**src/rtl/shared_fifo_arbiter_pkg.sv**
```systemverilog
// Shared sizing helpers and buffer-entry layout for the shared FIFO arbiter.
// Each buffer entry is stored as {index, payload}.
package shared_fifo_arbiter_pkg;

    // Payload occupies the low bits of an entry; the source index sits directly above it.
    localparam int unsigned ENTRY_PAYLOAD_LSB = 0;

    function automatic int unsigned index_width(input int unsigned num_inputs);
        return (num_inputs > 1) ? $clog2(num_inputs) : 1;
    endfunction

    function automatic int unsigned occ_width(input int unsigned num_slots);
        return $clog2(num_slots + 1);
    endfunction

    function automatic int unsigned entry_width(input int unsigned iw, input int unsigned dw);
        return iw + dw;
    endfunction

    function automatic int unsigned entry_index_lsb(input int unsigned dw);
        return ENTRY_PAYLOAD_LSB + dw;
    endfunction

    // (base + off) mod n, valid for base < n and off <= n.
    function automatic int unsigned wrap_add(input int unsigned base, input int unsigned off,
                                             input int unsigned n);
        int unsigned sum;
        sum = base + off;
        return (sum >= n) ? sum - n : sum;
    endfunction

endpackage

```
**src/rtl/shared_fifo_arbiter_if.sv**
```systemverilog
// Producer/consumer signal bundle of the shared FIFO arbiter.
// The slave modport is the arbiter's view; master is the surrounding environment.
interface shared_fifo_arbiter_if
    import shared_fifo_arbiter_pkg::*;
#(
    parameter int NUM_INPUTS = 4,
    parameter int NUM_SLOTS  = 4,
    parameter int DATA_TYPE  = 32
);
    localparam int IW = int'(index_width(NUM_INPUTS));
    localparam int CW = int'(occ_width(NUM_SLOTS));

    logic [NUM_INPUTS*DATA_TYPE-1:0] ins;
    logic [NUM_INPUTS-1:0]           ins_valid;
    logic [NUM_INPUTS-1:0]           ins_ready;
    logic [DATA_TYPE-1:0]            outs;
    logic [IW-1:0]                   outs_index;
    logic                            outs_valid;
    logic                            outs_ready;
    logic [CW-1:0]                   occupancy;

    modport master (
        output ins,
        output ins_valid,
        input  ins_ready,
        input  outs,
        input  outs_index,
        input  outs_valid,
        output outs_ready,
        input  occupancy
    );

    modport slave (
        input  ins,
        input  ins_valid,
        output ins_ready,
        output outs,
        output outs_index,
        output outs_valid,
        input  outs_ready,
        output occupancy
    );

endinterface

```
**src/rtl/shared_fifo_arbiter_elastic_fifo_inner.sv**
```systemverilog
// Circular buffer storage with head/tail pointers; fullness is tracked by the caller.
// Read data is the registered head slot, so a write is never visible in the same cycle.
module elastic_fifo_inner #(
    parameter int WIDTH = 34,
    parameter int DEPTH = 4
) (
    input  logic             clk,
    input  logic             rst,
    input  logic             wr_en_i,
    input  logic [WIDTH-1:0] wr_data_i,
    input  logic             rd_en_i,
    output logic [WIDTH-1:0] rd_data_o
);
    localparam int PW = $clog2(DEPTH);

    logic [WIDTH-1:0] mem_q [DEPTH];
    logic [PW-1:0]    wr_ptr_q, wr_ptr_d;
    logic [PW-1:0]    rd_ptr_q, rd_ptr_d;

    // Power-of-two depth: pointers wrap by natural overflow.
    always_comb begin
        wr_ptr_d = wr_ptr_q;
        rd_ptr_d = rd_ptr_q;
        if (wr_en_i) wr_ptr_d = wr_ptr_q + PW'(1);
        if (rd_en_i) rd_ptr_d = rd_ptr_q + PW'(1);
    end

    // NOTE: sequential state uses non-blocking assignments so every register samples pre-edge values.
    always_ff @(posedge clk) begin
        if (rst) begin
            wr_ptr_q <= '0;
            rd_ptr_q <= '0;
        end else begin
            wr_ptr_q <= wr_ptr_d;
            rd_ptr_q <= rd_ptr_d;
        end
    end

    // NOTE: storage is deliberately not reset; validity is carried by the pointers and occupancy.
    always_ff @(posedge clk) begin
        if (wr_en_i) mem_q[wr_ptr_q] <= wr_data_i;
    end

    assign rd_data_o = mem_q[rd_ptr_q];

endmodule

```
**src/rtl/shared_fifo_arbiter.sv**
```systemverilog
// Round-robin arbiter feeding NUM_INPUTS producer channels into one shared FIFO.
// Each entry records its source channel so the consumer sees {outs_index, outs}.
module shared_fifo_arbiter
    import shared_fifo_arbiter_pkg::*;
#(
    parameter int NUM_INPUTS = 4,
    parameter int NUM_SLOTS  = 4,
    parameter int DATA_TYPE  = 32
) (
    input  logic                  clk,
    input  logic                  rst,
    shared_fifo_arbiter_if.slave  bus
);
    localparam int IW = int'(index_width(NUM_INPUTS));
    localparam int CW = int'(occ_width(NUM_SLOTS));
    localparam int EW = int'(entry_width(IW, DATA_TYPE));
    localparam int IDX_LSB = int'(entry_index_lsb(DATA_TYPE));

    logic [IW-1:0] prio_q, prio_d;
    logic [CW-1:0] occ_q, occ_d;

    logic          grant_found;
    logic [IW-1:0] grant_idx;
    logic [IW-1:0] cand;
    logic          full;
    logic          accept;
    logic          wr_en;
    logic          rd_en;
    logic [EW-1:0] wr_entry;
    logic [EW-1:0] rd_entry;

    // NOTE: every combinational output gets a default first, so no path can infer a latch.
    always_comb begin
        grant_found = 1'b0;
        grant_idx   = '0;
        cand        = '0;
        for (int k = 0; k < NUM_INPUTS; k++) begin
            cand = IW'(wrap_add(32'(prio_q), k, NUM_INPUTS));
            if (!grant_found && bus.ins_valid[cand]) begin
                grant_found = 1'b1;
                grant_idx   = cand;
            end
        end
    end

    // A full buffer can still take a write when the head leaves in the same cycle.
    assign full   = (occ_q == CW'(NUM_SLOTS));
    assign accept = !full || bus.outs_ready;
    assign wr_en  = !rst && grant_found && accept;
    assign rd_en  = !rst && bus.outs_valid && bus.outs_ready;

    always_comb begin
        bus.ins_ready = '0;
        if (wr_en) bus.ins_ready[grant_idx] = 1'b1;
    end

    assign wr_entry = {grant_idx, bus.ins[grant_idx*DATA_TYPE +: DATA_TYPE]};

    always_comb begin
        prio_d = prio_q;
        occ_d  = occ_q;
        if (wr_en) prio_d = IW'(wrap_add(32'(grant_idx), 1, NUM_INPUTS));
        case ({wr_en, rd_en})
            2'b10:   occ_d = occ_q + CW'(1);
            2'b01:   occ_d = occ_q - CW'(1);
            default: occ_d = occ_q;
        endcase
    end

    always_ff @(posedge clk) begin
        if (rst) begin
            prio_q <= '0;
            occ_q  <= '0;
        end else begin
            prio_q <= prio_d;
            occ_q  <= occ_d;
        end
    end

    elastic_fifo_inner #(
        .WIDTH (EW),
        .DEPTH (NUM_SLOTS)
    ) u_fifo (
        .clk       (clk),
        .rst       (rst),
        .wr_en_i   (wr_en),
        .wr_data_i (wr_entry),
        .rd_en_i   (rd_en),
        .rd_data_o (rd_entry)
    );

    assign bus.outs       = rd_entry[ENTRY_PAYLOAD_LSB +: DATA_TYPE];
    assign bus.outs_index = rd_entry[IDX_LSB +: IW];
    assign bus.outs_valid = (occ_q != '0);
    assign bus.occupancy  = occ_q;

endmodule

```
**src/flat_wrapper.sv**
```systemverilog
// flat-port wrapper written by rule: the top's interface ports become plain ports
module shared_fifo_arbiter_flat import shared_fifo_arbiter_pkg::*;
#(
    parameter int NUM_INPUTS = 4,
    parameter int NUM_SLOTS  = 4,
    parameter int DATA_TYPE  = 32
)
  (clk, rst, bus_ins, bus_ins_valid, bus_ins_ready, bus_outs, bus_outs_index, bus_outs_valid, bus_outs_ready, bus_occupancy);
  shared_fifo_arbiter_if #(.NUM_INPUTS(NUM_INPUTS), .NUM_SLOTS(NUM_SLOTS), .DATA_TYPE(DATA_TYPE)) bus_i ();
  input  logic clk;
  input  logic rst;
  input wire logic [$bits(bus_i.ins)-1:0] bus_ins;
  input wire logic [$bits(bus_i.ins_valid)-1:0] bus_ins_valid;
  output wire logic [$bits(bus_i.ins_ready)-1:0] bus_ins_ready;
  output wire logic [$bits(bus_i.outs)-1:0] bus_outs;
  output wire logic [$bits(bus_i.outs_index)-1:0] bus_outs_index;
  output wire logic [$bits(bus_i.outs_valid)-1:0] bus_outs_valid;
  input wire logic [$bits(bus_i.outs_ready)-1:0] bus_outs_ready;
  output wire logic [$bits(bus_i.occupancy)-1:0] bus_occupancy;
  assign bus_i.ins = bus_ins;
  assign bus_i.ins_valid = bus_ins_valid;
  assign bus_ins_ready = bus_i.ins_ready;
  assign bus_outs = bus_i.outs;
  assign bus_outs_index = bus_i.outs_index;
  assign bus_outs_valid = bus_i.outs_valid;
  assign bus_i.outs_ready = bus_outs_ready;
  assign bus_occupancy = bus_i.occupancy;
  shared_fifo_arbiter #(.NUM_INPUTS(NUM_INPUTS), .NUM_SLOTS(NUM_SLOTS), .DATA_TYPE(DATA_TYPE)) u_core (.clk(clk), .rst(rst), .bus(bus_i));
endmodule
```
**config.mk**
```make
export PLATFORM = sky130hd
export DESIGN_NAME = shared_fifo_arbiter_flat
export DESIGN_NICKNAME = d
export VERILOG_FILES = /design/src/rtl/shared_fifo_arbiter_pkg.sv /design/src/rtl/shared_fifo_arbiter_if.sv /design/src/rtl/shared_fifo_arbiter_elastic_fifo_inner.sv /design/src/rtl/shared_fifo_arbiter.sv /design/src/flat_wrapper.sv
export SDC_FILE = /design/constraint.sdc
export NUM_CORES = 1
export LEC_CHECK = 0
export CORE_MARGIN = 3
export CORE_UTILIZATION = 40
export DETAILED_ROUTE_END_ITERATION = 12
export PLACE_DENSITY_LB_ADDON = 0.08
export SKIP_LAST_GASP = 1
export SYNTH_ARGS = -nofsm -noshare
export SYNTH_HDL_FRONTEND = slang
export SYNTH_HIERARCHICAL = 1
export SYNTH_SLANG_ARGS = --single-unit
```
**constraint.sdc**
```tcl
create_clock -name clk -period 2.5 [get_ports clk]
set_input_delay 0.25 -clock clk [delete_from_list [all_inputs] [get_ports clk]]
set_output_delay 0.25 -clock clk [all_outputs]
set_load 0.1 [all_outputs]
```
* Yosys cells after proc, flatten, opt, wreduce, memory -nomap -nowiden *
Memory sizes are Yosys's and may differ from the RTL's. A register that Yosys moved wholly into a read port is not among the register bits.
Index checks and enable logic that the tools add are counted.

storage, ports and cells
  flip-flop bits (word level) = 9
  bits in latches = 0
  bits in writable memories = 136
  bits in read-only memories = 0
  input bits = 135
  output and inout port bits = 42
  logic and storage cells = 78
  memories = 1

cells by class
  add/subtract/negate cells = 13
  multiply operators = 0
  div/mod/pow operators = 0
  order comparisons = 11
  equal/unequal tests = 3
  shift operators = 1
  multiplexer cells = 29
  bitwise gates (word level) = 0
  reduce and logical (&&, ||, !) cells = 16

memory list
  name                 depth  bits a word  read ports  clocked after memory_dff  write ports  RTL line                                      RTL
  u_core.u_fifo.mem_q  4      34           1           1                         1            shared_fifo_arbiter_elastic_fifo_inner.sv:16  logic [WIDTH-1:0] mem_q [DEPTH];

operators by type and width
  cell                                                                                  count
  128-bit by 8-bit indexed part select with 32-bit output                               1
  2-bit 2-to-1 mux                                                                      11
  2-bit by 3-bit < comparator with 1-bit output (second input constant)                 5
  3-bit greater-or-equal comparator (second input constant)                             4
  1-bit 2-to-1 mux                                                                      11
  2-bit by 1-bit subtractor with 2-bit output (second input constant)                   5
  1-bit binary-select mux with 2-bit select                                             4
  1-bit logical AND                                                                     8
  2-bit by 1-bit adder with 3-bit output (second input constant)                        2
  2-bit by 2-bit adder with 3-bit output (second input constant)                        2
  3-bit one-hot mux with 2 select lines                                                 1
  1-bit logical NOT                                                                     5
  2-bit by 1-bit adder with 2-bit output (second input constant)                        2
  4-bit 2-to-1 mux                                                                      1
  3-bit by 1-bit adder with 3-bit output (second input constant)                        1
  3-bit == test (second input constant)                                                 1
  2-bit by 3-bit greater-or-equal comparator with 1-bit output (second input constant)  1
  3-bit nonzero test                                                                    1
  3-bit by 1-bit subtractor with 3-bit output (second input constant)                   1
  1-bit demux with 2-bit select                                                         1
  2-bit by 1-bit == test with 1-bit output (second input constant)                      1
  2-bit == test (second input constant)                                                 1
  2-bit by 1-bit greater-or-equal comparator with 1-bit output (second input constant)  1
  2-bit nonzero test                                                                    1
  1-bit logical OR                                                                      1

* Longest topological paths before layout *
Gate-level depths: netlist of the first run.

  depth in word-level cells = 19
  depth in mapped cells = 9
  mapped depth without buffers = 9

* By module *
The synthesis of the first run kept the hierarchy.

modules (own cells, without submodules)
  module               instances  cells each  area an instance (µm²)  sequential area each (µm²)
  elastic_fifo_inner   1          204         5222.5                  4204.0
  shared_fifo_arbiter  1          165         1572.8                  100.1

* Least setup slack after synthesis of the first run *
No wires, ideal clock.

  path kind = register to register
  start point = register u_core.occ_q[0], in the netlist u_core/bus.occupancy[0]
  end point = register u_core.occ_q[2], in the netlist u_core/bus.occupancy[2]
  setup time = 0.070 ns
  arrival time = 3.333 ns
  required time = 2.430 ns
  slack = -0.903 ns
  cell stages (with the launch flop) = 9
  buffers on the path = 0
  clock period less this slack = 3.403 ns
  cells stage by stage = dfxtp_1 > or3_1 > and3b_1 > ha_1 > inv_1 > fa_1 > xor2_1 > or3_1 > a21oi_1

on the way
  elaborated cells on any way between the ends = 13
  classes of those cells = add/sub (2); eq/ne (3); mux (1); reduce/logical (7)

RTL lines
  element                                                                      RTL line                   RTL
  from (decl)                                                                  shared_fifo_arbiter.sv:20  logic [CW-1:0] occ_q, occ_d;
  from (signal assigned)                                                       shared_fifo_arbiter.sv:73  occ_q <= '0;
  from (signal assigned)                                                       shared_fifo_arbiter.sv:76  occ_q <= occ_d;
  3-bit nonzero test (*)                                                       shared_fifo_arbiter.sv:94  assign bus.outs_valid = (occ_q != '0);
  named net bus_outs_valid                                                     flat_wrapper.sv:17         output wire logic [$bits(bus_i.outs_valid)-1:0] bus_outs_valid;
  1-bit logical AND (*) (2 in a row)                                           shared_fifo_arbiter.sv:50  assign rd_en = !rst && bus.outs_valid && bus.outs_ready;
  named net u_core.rd_en                                                       shared_fifo_arbiter.sv:28  logic rd_en;
  2-bit by 1-bit == test with 1-bit output or 2-bit == test (tied branches)    shared_fifo_arbiter.sv:63  case ({wr_en, rd_en})
  3-bit one-hot mux with 2 select lines or 2-bit nonzero test (tied branches)  -

The timed path passes the listed nets; every way through them passes the cells marked *.
A chain may end at the register's enable or synchronous reset.

* Final worst setup path of the first run *
  start point = register u_core.prio_q[1]
  end point = output port bus_ins_ready[0]

on the way
  longest elaborated chain between the ends = 19
  elaborated cells on any way between the ends = 45
  classes of those cells = add/sub (7); order compare (6); mux (23); reduce/logical (9)

RTL lines
  element                                                                          RTL line                   RTL
  from (decl)                                                                      shared_fifo_arbiter.sv:19  logic [IW-1:0] prio_q, prio_d;
  from (signal assigned)                                                           shared_fifo_arbiter.sv:75  prio_q <= prio_d;
  branches (longest 18 deep; another with 2-bit by 1-bit adder with 3-bit output)  -
  4-bit 2-to-1 mux (*)                                                             shared_fifo_arbiter.sv:54  if (wr_en) bus.ins_ready[grant_idx] = 1'b1;
  to (decl)                                                                        flat_wrapper.sv:14         output wire logic [$bits(bus_i.ins_ready)-1:0] bus_ins_ready;

Every way passes the cells marked *. The select of a mux whose other input is x is not followed.

==> results of run 1 <==
layout make-up:
cell class	count	area, µm²	share of cell area (%)
tap	220	275.3	2.806
inverter	11	41.29	0.4209
clock inverter	15	131.4	1.339
multi-input combinational	191	2236	22.79
sequential	147	4312	43.95
timing repair buffer	202	2390	24.36
clock buffer	17	425.4	4.336
per-stage QoR:
stage          std cells  hold slack (ns)  worst slack, ns  power [µW]  utilization, %
2_1_floorplan        369           0.3117          -0.1189        5648               -
5_1_grt              803           0.5274          0.02534        9455           59.16
6_report             803           0.5073           0.1368        9074           59.16
3_3_place_gp         769           0.4810         -0.01667        6734           55.70
3_5_place_dp         769           0.4986          -0.1152        6807           55.70
4_1_cts              801           0.5092          0.08437        9162           59.07
worst paths after layout:
kind / slack [ns] / depth (start not counted) / endpoint
min: 0.51 / 2 / u_core/bus.occupancy[2]
max reg2reg: 0.27 / 7 / u_core/u_fifo/mem_q[0][15]
min reg2reg: 0.51 / 2 / u_core/bus.occupancy[2]
max: 0.14 / 8 / bus_ins_ready[0]
cells in the final DEF (no fill, tap or decap), types with 3 or more instances in the layout:
cell / n
edfxtp_1: 136
clkdlybuf4s50_1: 134
mux2i_1: 98
buf_12: 43
mux4_2: 30
buf_4: 25
clkbuf_16: 17
inv_1: 9
nor2_1: 9
ha_1: 9
a21oi_1: 6
dfxtp_2: 6
clkinvlp_4: 5
dfxtp_1: 5
inv_6: 4
and2_1: 4
mux4_1: 4
and2_2: 4
clkinv_1: 3
nand2_1: 3
o21ai_0: 3
Yosys cell counts, drive strengths merged (2+ instances only):
cell type	n
a21oi	7
and2	8
buf	17
clkbuf	3
dfxtp	11
edfxtp	136
ha	9
inv	11
mux2i	98
mux4	34
nand2	3
nor2	9
o21ai	4
o31ai	2
or3	2
xnor2	2
xor2	2
sequential cells by signal (all words and copies together) (netlist names), named ones only:
signal	count
u_core/bus.occupancy	3
u_core/u_fifo/wr_ptr_q	2
u_core/u_fifo/rd_ptr_q	2
u_core/u_fifo/mem_q	136
u_core/prio_q	2
kinds of logic after synthesis:
logic type | synth area share, %
multiplexers | 25.93
flip-flops | 63.34
AND/OR/NAND/NOR | 2.302
AO/OA/AOI/OAI | 1.804
XOR/XNOR | 0.5157
buffers and inverters | 4.161
adder cells (fa/ha/maj) | 1.952
worst reg2reg max path, stage by stage, from the launching register on:
cell and delay (ns):
dfxtp_2 0.42, mux2i_1 0.22, nor2_1 0.08, a311oi_4 0.27, buf_4 0.17, buf_4 0.11, buf_4 0.29, mux2i_1 0.45
power by group:
group | switching, µW | leakage (µW) | total, µW | internal [µW]
Combinational | 2130 | 0.00192 | 3530 | 1400
Sequential | 82.1 | 0.00134 | 3200 | 3120
Clock | 975 | 0.000255 | 2350 | 1370
per-layer routing:
layer	track usage [%]	wire length [µm]	up-vias
li1	-	-	1885
met1	18.56	5634	2007
met2	28.34	7878	114
met3	4.441	747	13
met4	5.151	136	0
met5	0	0	-
timing repair:
action	in CTS	in global routing
gates resized for setup	1	0
pin swaps	0	1
buffers inserted	0	2
hold endpoints to repair	0	0
setup endpoints to repair	1	1
==> results.txt, run 1 <==
----------------------------------------------------
[Outcome]
  Status ... finished clean

[Floorplan]
  Number of placement rows ... 47
  Initial cell density of the core ... 40.98%
  Area of the die ... 0.01859 mm²
  Number of top-level design ports ... ~180
  Die H ... 136.3 µm
  Area of the core region ... about 0.017 mm²
  Die Span X ... 136.3 µm

[Global route]
  Total overflow reported by the global router ... 0
  GRT Total Usage ... 15.91%
  Vias in the first global route ... roughly 4400
  Number of antenna violations at the first check in global routing ... 0
  Largest net degree at the start of global routing ... 35
  Wire length of the first global-routing pass ... 22470 µm

[STA]
  RSZ-0062 raised after global routing ... no
  Number of failing hold endpoints at the final stage ... 0
  Final Critical Period ... 2.363 ns
  Setup-violating endpoint count in the final report ... 0
  Top achievable clock speed ... between 400 and 500 MHz
  Number of max-slew violations in the final report ... 0
  Share of the clock period used by the worst path after layout ... 94.53%
  Final total negative setup slack ... 0 ns
  Pin slew with the least headroom to its limit ... 0.3921 ns
  Worst clock skew ... 0.008233 ns
  Worst relative slew slack ... 73.11%

[Routing]
  Count of routing violations after the opening detailed-route iteration ... 159
  Vias ... 4019
  Residual DRC ... 0
  Drt first pass iters ... 4
  Vias per cell ... between 5 and 6
  Average wire per standard cell ... 17.93 µm
  Number of nets with antenna violations after detailed routing ... 0
  Final routed wirelength across all metal layers ... 14400 µm

[Run]
  Max Cap Violations ... 0

[Pwr]
  Leak ... 0.003521 µW
  Worst voltage drop across the vdd grid ... 0.5163 mV
  P per Cell Area ... 924.9 mW/mm²

[Finish]
  Layout overhead on the synthesized area ... 44.37%
  Design Area, Final ... 0.009811 mm²
  Fin nets ... 715
  Antenna diode count ... 0
  Fraction of layout cells with a size suffix above 1 ... between 20% and 30%
  Final-layout fill cell count ... 1260

[Logic synthesis]
  Net count of the mapped netlist ... between 500 and 600
  Number of warnings issued by yosys ... 6
  Synthesized area divided by synthesized cell count ... between 15 and 20 µm²
  Synthesized instance count ... 369
  Cell type with the largest total area after synthesis ... edfxtp_1
  Number of synthesized flops with an enable pin ... around 140
  Share of the synthesized area in the top cell type ... about three fifths
  Share of synthesized registers carrying an async set or reset ... 0%
  Number of register bits inferred by synthesis ... around 150
  Count of cell types in the netlist ... 37
  Area contributors post-synth ... edfxtp_1 60%, mux2i_1 14%, mux4_2 9.9%
  Share of synthesized area occupied by flip-flops and latches ... 63.34%
  Cell area after technology mapping ... 0.006795 mm²
  Primary flip-flop cell chosen by synthesis mapping ... edfxtp_1

[Clock tree]
  H-Tree Depth ... 4
  Max clock buf depth ... 2
  Cts bufs inserted ... 17
  CTS clk-pin slew, worst paths ... 0.06 ns
  Clock latency of the later-clocked register in the worst-skew pair ... 0.41 ns
  CTS tree ... done
  CTS Sinks ... ~150
  CTS root buf ... clkbuf_16
  Number of buffers added to fix hold violations after cts ... 0

[Placed design]
  Instance area after placement ... 0.009238 mm²
  Port Buf Inserts ... 176
  HPWL after detailed placement ... roughly 10000 µm
  Routability cong. ... 0.6905

[Worst setup path]
  Category of the most critical setup path ... reg -> out
  Sum of buffers and inverters on the critical path ... 3
  Critical-path maximum fanout ... 5
  Source of the critical timing path ... u_core/prio_q[1]
  Crit path arrival time ... 2.11 ns
  Startpoint Class ... flop
  Kind of end point of the critical path ... primary output
  List of cells traversed by the critical path ... mux2i_1 > nor2_1 > a311oi_4 > buf_4 > inv_2 > ha_1 > and2_1 > buf_12
  Cell type of the slowest stage on the worst timing path ... dfxtp_2
  Critical path's top delay family ... flip-flops
  Worst path required time ... 2.25 ns
  Biggest cell delay along the critical path ... 0.42 ns
  R2R Path Start ... u_core/prio_q[1]

[Min path]
  Path category of the worst min-delay check ... reg -> reg
  Hold Startpoint ... u_core/bus.occupancy[2]

----------------------------------------------------
Power figures use the tool's default switching activity.
==> inputs of run 2 (changes only) <==
--- a/config.mk
+++ b/config.mk
@@ -5,8 +5,9 @@
 export SDC_FILE = /design/constraint.sdc
 export NUM_CORES = 1
 export LEC_CHECK = 0
-export CORE_MARGIN = 3
+export CORE_MARGIN = 2
 export CORE_UTILIZATION = 40
+export CTS_CLUSTER_SIZE = 10
 export DETAILED_ROUTE_END_ITERATION = 12
 export PLACE_DENSITY_LB_ADDON = 0.08
 export SKIP_LAST_GASP = 1
==> results.txt, run 2 (synthesis gave the netlist of run 1 again) <==
----------------------------------------------------
[Clock tree]
  CTS Sinks ... 147
  H-Tree Depth ... 4
  Cts bufs inserted ... 17
  Number of buffers added to fix hold violations after cts ... 0
  CTS root buf ... clkbuf_16
  CTS clk-pin slew, worst paths ... 0.06 ns
  Clock latency of the later-clocked register in the worst-skew pair ... 0.42 ns
  CTS tree ... done
  Max clock buf depth ... 2

[Worst setup path]
  Biggest cell delay along the critical path ... roughly 0.4 ns
  Category of the most critical setup path ... reg -> out
  Sum of buffers and inverters on the critical path ... 3
  Source of the critical timing path ... u_core/prio_q[0]
  Crit path arrival time ... between 2 and 2.5 ns
  Startpoint Class ... flop
  Worst path required time ... between 2 and 2.5 ns
  Critical path's top delay family ... compound AO/OA/AOI/OAI gates
  List of cells traversed by the critical path ... inv_1 > a21oi_1 > o2bb2a_4 > inv_1 > ha_1 > and2_1 > buf_12
  R2R Path Start ... u_core/bus.occupancy[0]
  Most prevalent standard cell on the critical path ... inv_1
  Critical-path maximum fanout ... 13
  Kind of end point of the critical path ... primary output
  Cell type of the slowest stage on the worst timing path ... dfxtp_1

[STA]
  Worst relative slew slack ... 33.71%
  Minimum setup slack in the final design ... 0.1454 ns
  Worst hold slack ... 0.5166 ns
  Share of the clock period used by the worst path after layout ... 94.18%
  Pin slew with the least headroom to its limit ... 0.9943 ns
  Number of failing hold endpoints at the final stage ... 0
  Setup-violating endpoint count in the final report ... 0
  Number of max-slew violations in the final report ... 0
  RSZ-0062 raised after global routing ... no
  Top achievable clock speed ... 424.7 MHz
  Final Critical Period ... about 2.4 ns
  Worst clock skew ... 0.01221 ns

[Pwr]
  Clk network pwr share ... between 20% and 30%
  Sequential group share of total power ... 34.0%
  P per Cell Area ... 959.9 mW/mm²
  Worst voltage drop across the vdd grid ... 0.5232 mV
  Leak ... 0.003518 µW
  Cell-internal power ... around 6300 µW
  Net switching fraction of the power ... around a third
  PnR Total Power ... between 9000 and 10000 µW
  Net Sw Power ... 3148 µW
  Part of the power in combinational logic ... between 30% and 40%

[Routing]
  Average wire per standard cell ... 17.68 µm
  Vias per cell ... 4.956
  Count of routing violations after the opening detailed-route iteration ... 185
  Vias ... 3935
  Residual DRC ... 0
  Drt first pass iters ... 4
  Number of nets with antenna violations after detailed routing ... 0
  Final routed wirelength across all metal layers ... 14030 µm

[Placed design]
  HPWL after detailed placement ... between 9000 and 10000 µm
  Pre-CTS WS ... -0.06960 ns
  Port Buf Inserts ... approximately 180
  Routability cong. ... 0.7312

[Finish]
  Number of flip-flops in the largest register ... 136
  Register cell area after layout ... 0.004312 mm²
  Commonest non-fill, non-tap cells in the layout ... 136 x edfxtp_1, 134 x clkdlybuf4s50_1, 98 x mux2i_1
  Final-layout fill cell count ... 1254
  Antenna diode count ... 0
  Most common cell after layout, fill and taps aside ... edfxtp_1
  Layout overhead on the synthesized area ... 44.39%
  Fin nets ... 706
  Area taken by multi-input logic gates ... 0.002236 mm²
  Fraction of layout cells with a size suffix above 1 ... 23.87%
  Biggest register ... u_core/u_fifo/mem_q

[Global route]
  GRT Total Usage ... 16.31%
  Largest net degree at the start of global routing ... 35
  Total overflow reported by the global router ... 0
  Wire length of the first global-routing pass ... ~22000 µm
  Number of antenna violations at the first check in global routing ... 0
  Vias in the first global route ... ~4300

[Floorplan]
  Initial cell density of the core ... 40.98%
  Area of the core region ... between 0.015 and 0.02 mm²
  Number of top-level design ports ... 177
  Number of placement rows ... between 40 and 50
  Die H ... 134.3 µm
  Die Span X ... 134.3 µm
  Area of the die ... ~0.018 mm²

[Min path]
  Hold Startpoint ... u_core/bus.occupancy[2]
  Path category of the worst min-delay check ... reg -> reg

[Outcome]
  Status ... finished clean

[Run]
  Max Cap Violations ... 0

----------------------------------------------------
[run 2: cell types whose count changed in the layout (fill, tap and decap cells not counted)]
cell        previous run  this run
buf_4                 25        17
bufinv_16              1         5
clkinvlp_4             5         2
clkinv_2               0         2
inv_6                  4         2
buf_12                43        42
clkbuf_1               0         1
clkinv_1               3         2
clkinv_4               2         1
[run 2: cell type report]
type,instances,share of cell area [%]
flip-flops and latches,147,43.94
repair buffers,193,23.54
multi-input cells,191,22.79
clock buffers,18,4.374
well taps,220,2.805
clock inverters,14,2.130
inverters,11,0.4208
[run 2: metal layers]
metal | vias to the layer above | routed length, µm | GRT usage, % | share of wire (%)
met3 | 10 | 582 | 4.573 | 4.1
met4 | 0 | 138 | 5.731 | 0.98
met1 | 1965 | 5897 | 19.90 | 42
met2 | 100 | 7416 | 27.86 | 53
li1 | 1860 | - | - | -
met5 | - | 0 | 0 | 0
[run 2: worst min-delay path, delay by kind of cell, from the launching register on]
kind | cells | cell delay, ns
compound gates | 2 | 0.14
flops | 1 | 0.34
[run 2: final timing paths]
kind	cells after the start	slack [ns]	end
min	2	0.52	u_core/bus.occupancy[2]
min reg2reg	2	0.52	u_core/bus.occupancy[2]
max reg2reg	9	0.30	u_core/bus.occupancy[2]
max	7	0.15	bus_ins_ready[1]
[run 2: per-stage QoR]
step	instances	cell area, µm²	TNS, ns	util [%]
final	794	9812	0	59.17
after global routing	794	9812	0	59.17
after CTS	794	9811	0	59.16
after detailed placement	761	9165	-0.3747	55.27
after global placement	761	9165	0	55.27
after floorplan	369	6809	-0.1189	-
[run 2: power groups by stage]
stage          combinational (µW)  clock, µW  sequential, µW
2_1_floorplan                2360          0            3290
3_3_place_gp                 3490          0            3240
3_5_place_dp                 3540          0            3260
4_1_cts                      3560       2770            3210
5_1_grt                      3690       2880            3230
6_report                     3510       2710            3200
[run 2: what timing repair did]
item                                    CTS  global route
buffers inserted                          1             0
endpoints found under the hold margin     0             0
pin swaps                                 1             1
gates resized for setup                   0             1
endpoints found under the setup margin    4             4
